$ cat src/rtl/skid_buffer_pkg.sv
// Shared types for the skid buffer: the control state encoding doubles as the
// word count presented on count_o.
package skid_buffer_pkg;

  typedef enum logic [1:0] {
    EMPTY = 2'd0,
    BUSY  = 2'd1,
    FULL  = 2'd2
  } skid_state_e;

endpackage

$ cat src/rtl/skid_buffer_ctrl.sv
// Skid buffer control: occupancy state machine plus registered ready/valid
// flags and the load enables for the main and skid data registers.
module skid_buffer_ctrl
  import skid_buffer_pkg::*;
(
  input  logic        clk_i,
  input  logic        rst_ni,
  input  logic        flush_i,
  input  logic        s_valid_i,
  input  logic        m_ready_i,
  output logic        s_ready_o,
  output logic        m_valid_o,
  output logic        main_load,
  output logic        main_sel_skid,
  output logic        skid_load,
  output skid_state_e state
);

  skid_state_e state_q;
  skid_state_e state_d;
  logic        s_ready_q;
  logic        m_valid_q;
  logic        s_fire;
  logic        m_fire;

  always_comb begin
    state_d       = state_q;
    main_load     = 1'b0;
    main_sel_skid = 1'b0;
    skid_load     = 1'b0;
    s_fire        = s_valid_i & s_ready_q;
    m_fire        = m_valid_q & m_ready_i;
    case (state_q)
      EMPTY: begin
        if (s_fire) begin
          state_d   = BUSY;
          main_load = 1'b1;
        end
      end
      BUSY: begin
        if (s_fire && m_fire) begin
          main_load = 1'b1;
        end else if (s_fire) begin
          state_d   = FULL;
          skid_load = 1'b1;
        end else if (m_fire) begin
          state_d = EMPTY;
        end
      end
      FULL: begin
        if (m_fire) begin
          state_d       = BUSY;
          main_load     = 1'b1;
          main_sel_skid = 1'b1;
        end
      end
      default: state_d = EMPTY;
    endcase
    // Flush wins over everything; suppressing the loads keeps a dropped word
    // from ever reaching the data registers.
    if (flush_i) begin
      state_d       = EMPTY;
      main_load     = 1'b0;
      main_sel_skid = 1'b0;
      skid_load     = 1'b0;
    end
  end

  // Ready/valid get their own flops so neither output has logic behind it.
  always_ff @(posedge clk_i or negedge rst_ni) begin
    if (!rst_ni) begin
      state_q   <= EMPTY;
      s_ready_q <= 1'b1;
      m_valid_q <= 1'b0;
    end else begin
      state_q   <= state_d;
      s_ready_q <= (state_d != FULL);
      m_valid_q <= (state_d != EMPTY);
    end
  end

  assign s_ready_o = s_ready_q;
  assign m_valid_o = m_valid_q;
  assign state     = state_q;

  a_s_valid_known : assert property (@(posedge clk_i) disable iff (!rst_ni)
    !$isunknown(s_valid_i));
  a_m_ready_known : assert property (@(posedge clk_i) disable iff (!rst_ni)
    !$isunknown(m_ready_i));

endmodule

$ cat src/rtl/skid_buffer.sv
// Two-entry valid/ready register slice: main register feeds the consumer
// directly, skid register catches the word accepted while the consumer stalls.
module skid_buffer
  import skid_buffer_pkg::*;
#(
  parameter int                    WORD_WIDTH  = 8,
  parameter logic [WORD_WIDTH-1:0] RESET_VALUE = '0
) (
  input  logic                  clk_i,
  input  logic                  rst_ni,
  input  logic                  flush_i,
  input  logic                  s_valid_i,
  output logic                  s_ready_o,
  input  logic [WORD_WIDTH-1:0] s_data_i,
  output logic                  m_valid_o,
  input  logic                  m_ready_i,
  output logic [WORD_WIDTH-1:0] m_data_o,
  output logic [1:0]            count_o
);

  logic                  main_load;
  logic                  main_sel_skid;
  logic                  skid_load;
  skid_state_e           state;
  logic [WORD_WIDTH-1:0] main_q;
  logic [WORD_WIDTH-1:0] skid_q;
  logic [WORD_WIDTH-1:0] main_d;

  skid_buffer_ctrl u_ctrl (
    .clk_i         (clk_i),
    .rst_ni        (rst_ni),
    .flush_i       (flush_i),
    .s_valid_i     (s_valid_i),
    .m_ready_i     (m_ready_i),
    .s_ready_o     (s_ready_o),
    .m_valid_o     (m_valid_o),
    .main_load     (main_load),
    .main_sel_skid (main_sel_skid),
    .skid_load     (skid_load),
    .state         (state)
  );

  assign main_d = main_sel_skid ? skid_q : s_data_i;

  // Data registers only move on their enables, never on idle cycles.
  always_ff @(posedge clk_i or negedge rst_ni) begin
    if (!rst_ni) begin
      main_q <= RESET_VALUE;
      skid_q <= RESET_VALUE;
    end else begin
      if (main_load) main_q <= main_d;
      if (skid_load) skid_q <= s_data_i;
    end
  end

  assign m_data_o = main_q;
  assign count_o  = 2'(state);

endmodule
$ cat config.mk
export PLATFORM = sky130hd
export DESIGN_NAME = skid_buffer
export DESIGN_NICKNAME = d
export VERILOG_FILES = /design/src/rtl/skid_buffer_pkg.sv /design/src/rtl/skid_buffer_ctrl.sv /design/src/rtl/skid_buffer.sv
export SDC_FILE = /design/constraint.sdc
export NUM_CORES = 1
export LEC_CHECK = 0
export CAP_MARGIN = 20
export CORE_UTILIZATION = 40
export DETAILED_ROUTE_END_ITERATION = 12
export PLACE_DENSITY = 0.65
export SYNTH_ARGS = -nofsm -noshare
export SYNTH_HDL_FRONTEND = slang
export SYNTH_HIERARCHICAL = 1
export SYNTH_SLANG_ARGS = --single-unit
$ cat constraint.sdc
create_clock -name clk_i -period 3.8 [get_ports clk_i]
set_clock_uncertainty 0.05 [all_clocks]
set_input_delay 0.95 -clock clk_i [delete_from_list [all_inputs] [get_ports clk_i]]
set_output_delay 0.95 -clock clk_i [all_outputs]
set_load 0.05 [all_outputs]
==> metrics.txt <==
area of the die=about 2500 µm²; Pins Over Slew Limit=0; Setup Buffers After CTS=0; Static Leakage=between 0.4 and 0.5 nW; TritonCTS clock tree=yes; total count of hold-check failures in the final report=0; number of diodes added for antenna fixing=0; area leader, netlist=sky130_fd_sc_hd__dfrtp_1; Fmax=370.5 MHz; remaining global-route overflow=0; CP endpoint kind=output pin; Clock Sinks=20; core area=2042 µm²; number of buffers added on ports=24; slew of the pin with the lowest slew margin=0.8589 ns; Final Hold Slack=between 0.4 and 0.5 ns; Hold Crit Class=flip-flop to flip-flop; fraction of final layout cells sized beyond drive strength 1=between 10% and 20%; post-detail-place hpwl=1.178 mm; result of the run=complete, no violations; number of different library cells in the post-synthesis netlist=21; deepest level of the CTS H-tree=1; deepest clock path buffer count=2; type of the worst setup path=flip-flop to output pin; syn_nets=between 80 and 90; syn avg cell area=about 12 µm²; Max IR drop VDD=361.3 µV; leading post-synthesis cells by instance count=19 x sky130_fd_sc_hd__dfrtp_1, 9 x sky130_fd_sc_hd__a21oi_1, 9 x sky130_fd_sc_hd__mux2i_1, 9 x sky130_fd_sc_hd__nor2_1, 8 x sky130_fd_sc_hd__mux2_2; instance count of the mapped netlist=74; number of standard-cell rows in the floorplan=16; Routed Antenna Nets=0; relative max-transition margin=42.56%; clock root buffer master=sky130_fd_sc_hd__clkbuf_4; unrepaired setup endpoints after global routing=false; leading register cell type out of synthesis=sky130_fd_sc_hd__dfrtp_1; CTS clock-pin slew for the worst setup and hold paths=between 0.1 and 0.15 ns; buffering stage count on the worst path with inverters included=1; proportion of synthesized chip area in sequential cells=55.23%; number of hold-repair buffers added at the cts stage=0; signed area change from the synthesized netlist to the final layout=33.20%; crit-path max FO=9; Final Power=0.7569 mW; effective utilization at floorplan=between 40% and 50%; number of storage elements in the synthesis netlist=20; TritonCTS buffer count=3; GP Congestion=~0.68; Max-Cap Viols=0; EDFF count, synth=0; number of antenna violations at the first check in global routing=0; most common cell in the synthesized netlist=sky130_fd_sc_hd__dfrtp_1; Synth warnings=6; Synth async-reset ratio=between 90% and 100%; overall global routing resource usage=15.48%; largest net degree at the start of global routing=21; Vias per Instance=between 5 and 6; first-pass GRT wire length=approximately 2.8 mm; arrival time worst endpoint=roughly 1.7 ns; share of the synthesized area in the top cell type=52.34%; cell-by-cell trace of the critical path=clkdlybuf4s50_1; Worst-Skew Late Latency=0.30 ns; Core Util, Final=59.25%; number of nets at the end of the flow=about 110; drt wl/cell=13.85 µm; x dimension of the die=49.66 µm; final-layout setup total negative slack=0 ns; Gates resized, CTS repair=0; worst endpoint required time=2.80 ns; Residual DRC=0; number of global-route vias before repair=649; power density of the placed cells=approximately 630 nW/µm²; crit share post-route=71.02%; top post-synthesis cells by area=sky130_fd_sc_hd__dfrtp_1 52%, sky130_fd_sc_hd__mux2i_1 9.9%, sky130_fd_sc_hd__mux2_2 9.9%; total wire length after detailed routing=1.745 mm; category of cells accounting for the largest share of critical-path delay=buffers and inverters; final count of negative-setup-slack endpoints=0; Die H=49.66 µm; CP Launch Type=flip-flop; I/O pin total=25; routed via count=656; number of detailed-routing iterations run before antenna repair=4; clock period minus final worst setup slack=approximately 2.7 ns; Cell Area, Synth=908.4 µm²; cell with the largest stage delay on the worst path=sky130_fd_sc_hd__clkdlybuf4s50_1; first-iteration detailed-routing DRC count=6; longest individual stage delay on the worst path=0.86 ns
## through the flow
stage	cells	setup slack (ns)	cell area (µm²)
after floorplan	74	1.837	908.4
after global placement	122	0.9562	1157
after detailed placement	122	0.9108	1157
after CTS	126	1.077	1210
after global routing	126	1.032	1210
final	126	1.101	1210
## state kept, by name, summed over array words and instances, names as in the netlist
register,flops
m_data_o,8
skid_q,8
u_ctrl/m_valid_o,1
u_ctrl/s_ready_o,1
u_ctrl/state,2
## metal layers
layer / up-vias / routed length [µm] / global-route usage [%]
li1: 323 / - / -
met1: 320 / 817 / 18.42
met2: 11 / 858 / 25.00
met3: 2 / 55 / 3.086
met4: 0 / 13 / 10.48
met5: - / 0 / 0
## power by group
part / internal [mW] / leakage (nW) / switching (mW)
clock network: 0.107 / 0.0279 / 0.0700
registers: 0.278 / 0.234 / 0.0381
logic: 0.108 / 0.215 / 0.156
## layout by cell type (no fill, tap or decap), types with 2 or more instances in the layout
cell type and instances:
sky130_fd_sc_hd__nand3_1 2, sky130_fd_sc_hd__buf_4 2, sky130_fd_sc_hd__dfrtp_1 19, sky130_fd_sc_hd__mux2i_1 9, sky130_fd_sc_hd__a211oi_1 2, sky130_fd_sc_hd__a21oi_1 9
sky130_fd_sc_hd__clkdlybuf4s50_1 24, sky130_fd_sc_hd__clkbuf_4 3, sky130_fd_sc_hd__mux2_2 8, sky130_fd_sc_hd__nor2_1 9
## final cells by class
class                   count  area [µm²]
fillers                   173       832.0
repair buffers             26       255.2
flip-flops and latches     20       501.7
well taps                  27       33.78
clock inverters             1       30.03
clock buffers               3       22.52
multi-input cells          49       366.6
## logic make-up (layout without fill, tap and decap cells)
logic type             count (synthesis)  count (layout)  share of synthesized area (%)
muxes                                 17              17                          19.84
and+or+nand+nor                       17              17                          9.918
AOI/OAI and AO/OA                     15              15                          9.917
DFF                                   20              20                          55.24
buffers and inverters                  5              30                          5.096
## path summary, 6_finish.rpt
path / slack [ns] / from / cells after the start / endpoint
setup reg to reg: 1.86 / u_ctrl/s_ready_o$_DFF_PN1_ / 4 / skid_q[7]$_DFFE_PN0P_
setup / recovery: 1.10 / u_ctrl/state[0]$_DFF_PN0_ / 1 / count_o[0]
max in group asynchronous: 2.10 / rst_ni / 1 / u_ctrl/state[0]$_DFF_PN0_
hold reg to reg: 0.47 / skid_q[2]$_DFFE_PN0P_ / 1 / skid_q[2]$_DFFE_PN0P_
hold / removal: 0.47 / skid_q[2]$_DFFE_PN0P_ / 1 / skid_q[2]$_DFFE_PN0P_
min in group asynchronous: 1.07 / rst_ni / 1 / m_data_o[1]$_DFFE_PN0P_
No activity file was read; power rests on OpenSTA's default activity.
